===== config.mk =====
export PLATFORM = sky130hd
export DESIGN_NAME = mem_arbiter
export DESIGN_NICKNAME = d
export VERILOG_FILES = /design/src/rtl/mem_arbiter.sv
export SDC_FILE = /design/constraint.sdc
export NUM_CORES = 1
export LEC_CHECK = 0
export CORE_AREA = 2 2 211 213
export DETAILED_ROUTE_END_ITERATION = 8
export DIE_AREA = 0 0 213 215
export PLACE_DENSITY = 0.58
export SYNTH_ARGS = -nofsm -noshare
export SYNTH_HDL_FRONTEND = slang
export SYNTH_SLANG_ARGS = --single-unit

===== constraint.sdc =====
create_clock -name clk -period 2.4 [get_ports clk]
set_input_delay 0.24 -clock clk [delete_from_list [all_inputs] [get_ports clk]]
set_output_delay 0.24 -clock clk [all_outputs]
set_load 0.02 [all_outputs]

===== src/rtl/mem_arbiter.sv =====
// mem_arbiter: shares the single physical memory port between instruction fetch and
// load/store. LSU has fixed priority, IFU has a starvation bound, one transaction in flight.
module mem_arbiter #(
  parameter int STARVE_MAX = 4
) (
  input  logic        clk,
  input  logic        rst,
  input  logic        if_req_valid,
  output logic        if_req_ready,
  input  logic [63:0] if_req_addr,
  output logic        if_rsp_valid,
  output logic [63:0] if_rsp_data,
  input  logic        ls_req_valid,
  output logic        ls_req_ready,
  input  logic [63:0] ls_req_addr,
  input  logic        ls_req_we,
  input  logic [63:0] ls_req_wdata,
  input  logic [7:0]  ls_req_wmask,
  output logic        ls_rsp_valid,
  output logic [63:0] ls_rsp_data,
  output logic        mem_req_valid,
  input  logic        mem_req_ready,
  output logic [63:0] mem_req_addr,
  output logic        mem_req_we,
  output logic [63:0] mem_req_wdata,
  output logic [7:0]  mem_req_wmask,
  input  logic        mem_rsp_valid,
  input  logic [63:0] mem_rsp_data,
  output logic        busy,
  output logic        err
);

  localparam logic [3:0] STARVE_LIM = 4'(STARVE_MAX);

  typedef enum logic [1:0] {IDLE, ISSUE, WAIT, RESP} state_t;

  state_t     state;
  logic       owner_ls;
  logic [3:0] starve_cnt;
  logic       ls_win;
  logic       if_win;
  logic       ls_acc;
  logic       if_acc;

  // IFU only beats a contending LSU once the LSU has won STARVE_MAX times in a row
  always_comb begin
    ls_win = ls_req_valid && (!if_req_valid || (starve_cnt != STARVE_LIM));
    if_win = if_req_valid && !ls_win;
  end

  assign ls_req_ready = rst && (state == IDLE) && ls_win;
  assign if_req_ready = rst && (state == IDLE) && if_win;
  assign ls_acc       = ls_req_valid && ls_req_ready;
  assign if_acc       = if_req_valid && if_req_ready;

  always_ff @(posedge clk or negedge rst) begin
    if (!rst) begin
      state         <= IDLE;
      owner_ls      <= 1'b0;
      starve_cnt    <= 4'd0;
      mem_req_valid <= 1'b0;
      mem_req_addr  <= 64'd0;
      mem_req_we    <= 1'b0;
      mem_req_wdata <= 64'd0;
      mem_req_wmask <= 8'h00;
      if_rsp_valid  <= 1'b0;
      if_rsp_data   <= 64'd0;
      ls_rsp_valid  <= 1'b0;
      ls_rsp_data   <= 64'd0;
      busy          <= 1'b0;
      err           <= 1'b0;
    end else begin
      if (mem_rsp_valid && (state != WAIT)) begin
        err <= 1'b1;
      end
      if_rsp_valid <= 1'b0;
      ls_rsp_valid <= 1'b0;
      case (state)
        IDLE: begin
          if (ls_acc || if_acc) begin
            owner_ls      <= ls_acc;
            mem_req_addr  <= ls_acc ? ls_req_addr : if_req_addr;
            mem_req_we    <= ls_acc && ls_req_we;
            mem_req_wdata <= ls_acc ? ls_req_wdata : 64'd0;
            mem_req_wmask <= (ls_acc && ls_req_we) ? ls_req_wmask : 8'h00;
            if (ls_acc && if_req_valid) begin
              starve_cnt <= (starve_cnt == 4'hF) ? 4'hF : starve_cnt + 4'd1;
            end else begin
              starve_cnt <= 4'd0;
            end
            mem_req_valid <= 1'b1;
            busy          <= 1'b1;
            state         <= ISSUE;
          end
        end
        ISSUE: begin
          if (mem_req_ready) begin
            mem_req_valid <= 1'b0;
            state         <= WAIT;
          end
        end
        WAIT: begin
          if (mem_rsp_valid) begin
            if (owner_ls) begin
              ls_rsp_data  <= mem_rsp_data;
              ls_rsp_valid <= 1'b1;
            end else begin
              if_rsp_data  <= mem_rsp_data;
              if_rsp_valid <= 1'b1;
            end
            state <= RESP;
          end
        end
        RESP: begin
          busy  <= 1'b0;
          state <= IDLE;
        end
        default: state <= IDLE;
      endcase
    end
  end

endmodule


==> run metrics <==
status=completed; syn_area_per_cell=12.9 sq um; post-DR wirelength/cell=18.9 um; number of synthesis warnings=0; Primary FF master, synth=dfrtp_1; max-cap viol count=0; antenna violations before repair=2; WL final=37900 um; post-synthesis sequential area ratio=62.9%; Worst EP arrival=2010 ps; power density cells=1360 nW/um^2; Min Clock Period, post-route=2250 ps; worst path bufs/invs=3; die area=45800 sq um; fmax=445 MHz; core area=43600 sq um; CP Data Required Time=2160 ps; Finish-stage setup viols=0; hold slack final=214 ps; Yosys reg bits=277; Startpoint Class=register; gr usage total=16.3%; # nets final=1668; first-pass GRT wire length=57900 um; Syn Nets=1134; slowest CP cell=dfrtp_1; CP cell instances=inv_1, ha_1, buf_4, nand3_1, a21oi_1, clkdlybuf4s15_1; CTS clock-pin slew for the worst setup and hold paths=50 ps; number of CTS-inserted buffers=34; number of global-route vias before repair=9916; ANT cells=0; largest net degree at the start of global routing=129; share of layout cells above drive strength 1=15.3%; worst skew pair latency=530 ps; post-layout util=42.0%; Tcrit/Tclk final=93.6%; Slew Limit Headroom=49.4%; total power=24.9 mW; setup tns final=0 ps; CTS max path bufs=3; Die Y=215 um; largest cells by area after synthesis=dfrtp_1 (63%), mux2_2 (13%), nor2_1 (6.6%), a22o_1 (5.2%), a221oi_1 (5.1%); Commonest cells post-synth=dfrtp_1 (277), nor2_1 (194), mux2_2 (129); delay-heaviest family, CP=buffers and inverters; CTS Root Cell=clkbuf_16; most numerous cell in the Yosys netlist=dfrtp_1; Slew @ Worst Pin=759 ps; post-route ant nets=0; CTS tree=yes; Die X=213 um; asr flop ratio synth=100%; peak supply drop=697 uV; Worst Path Max Fanout=6; io pins=543; Post-synth EDFFs=0; Synth cell types=34; RSZ-0062 raised after global routing=no; critical path type=register to output port; Critical Path End Type=output port; cell area after synthesis=11000 sq um; Final Hold Fails=0; P&R area growth vs syn=66.1%; DR vias=9001; fill cell total of the finished layout=4147; Rows=77; routability cong.=0.782; Remaining Overflow, GRT=0; post-synth top area share=62.9%; Initial Utilization=25.3%; Worst Hold Class=input port to asynchronous set/reset pin; via density per instance=4.48; # DRC=0; Clock Skews=20.6 ps; leakage power=7.69 nW; H-tree depth=2; DRT Pass-1 Iters=4; clock sink count=277; Synth Instances=856; cell taking the most area after synthesis=dfrtp_1; Worst path max stage delay=390 ps; # port buffers=542; Iteration-0 DRC Markers=468; Slew Limit Fails=0; HPWL after detailed placement=26800 um
==> power breakdown <==
part	internal (mW)	total [mW]	switching [mW]
sequential	6.87	8.05	1.18
clock	3.06	5.10	2.04
combinational	6.00	11.7	5.73
total	15.9	24.9	8.94
==> registers in the layout, summed over array words and instances (netlist names), 2 cells and up <==
signal	flops
starve_cnt	4
ls_rsp_data	64
if_rsp_data	64
mem_req_wmask	8
mem_req_addr	64
state	2
mem_req_wdata	64
==> worst paths after layout <==
kind	cells past startpoint	end	slack [ps]	startpoint
worst max register to register	8	mem_req_wmask[1]$_DFFE_PN0P_	190	starve_cnt[0]$_DFFE_PN0P_
worst max-delay path	6	if_req_ready	150	state[0]$_DFFE_PN0P_
max in group asynchronous	4	if_rsp_data[55]$_DFFE_PN0P_	680	rst
worst min register to register	1	mem_req_wmask[0]$_DFFE_PN0P_	490	mem_req_wmask[0]$_DFFE_PN0P_
min in group clk	2	mem_req_wdata[56]$_DFFE_PN0P_	310	ls_req_wdata[56]
worst min-delay path	2	starve_cnt[1]$_DFFE_PN0P_	210	rst
==> per-layer routing <==
| layer | share of wire [%] | track usage (%) | wire length [um] |
|---|---|---|---|
| met2 | 49 | 28.2 | 18700 |
| met3 | 7.9 | 4.56 | 3010 |
| met4 | 3.0 | 6.29 | 1140 |
| met5 | 0.079 | 0 | 30 |
| met1 | 40 | 19.1 | 15100 |
==> layout make-up <==
class                           instances  area [sq um]  area share, %
Clock buffer                           48          1010           5.54
Clock inverter                         13           111          0.608
Inverter                               10          37.5          0.205
Multi-Input combinational cell        503          3760           20.5
Sequential cell                       277          6930           37.9
Tap cell                              592           741           4.05
Timing Repair Buffer                  564          5720           31.2
==> cell usage in the layout, fill, tap and decap left out, types with 2 or more instances in the layout <==
master,count
o21bai_1,2
clkbuf_16,34
nand3b_1,2
a21oi_1,5
clkdlybuf4s50_1,539
buf_4,11
dfrtp_1,277
mux2i_1,2
o22ai_1,2
clkbuf_8,11
a22o_1,65
a221oi_1,64
mux2_2,129
buf_12,10
inv_6,2
clkinv_2,8
a32o_1,8
ha_1,7
clkbuf_1,3
nand2_1,3
nor2_1,194
inv_1,9
o211ai_1,2
a31oi_1,4
nand3_1,2
==> through the flow <==
stage	area [sq um]	std cells	worst slack (ps)
2_1_floorplan	11000	856	724
3_3_place_gp	17200	1943	102
3_5_place_dp	17200	1943	95.2
4_1_cts	18300	2007	4.82
5_1_grt	18300	2007	18.2
6_report	18300	2007	153
==> repair_timing <==
action | 4_1_cts | 5_1_grt
buffers inserted | 2 | 0
pin swaps | 1 | 0
endpoints found under the setup margin | 2 | 2
gates resized for setup | 4 | 3
hold endpoints to repair | 101 | 0
hold buffers | 1 | 0
==> worst reg2reg max path, delay by kind of cell (launching register included) <==
| kind | cells | cell delay [ps] |
|---|---|---|
| compound gates | 2 | 440 |
| fa+ha+maj | 1 | 230 |
| buf+inv | 4 | 850 |
| flops | 1 | 380 |
| simple gates | 1 | 260 |
==> kinds of logic (layout without fill, tap and decap cells) <==
group                    Yosys count  count (layout)  synth area share [%]
AO/OA/AOI/OAI                    159             159                  12.4
adder cells (fa/ha/maj)            7               7                 0.794
AND/OR/NAND/NOR                  206             206                  7.24
buffers and inverters             76             635                  3.38
multiplexers                     131             131                  13.4
flip-flops                       277             277                  62.9
Note: power is estimated with default switching activity, not from simulation.
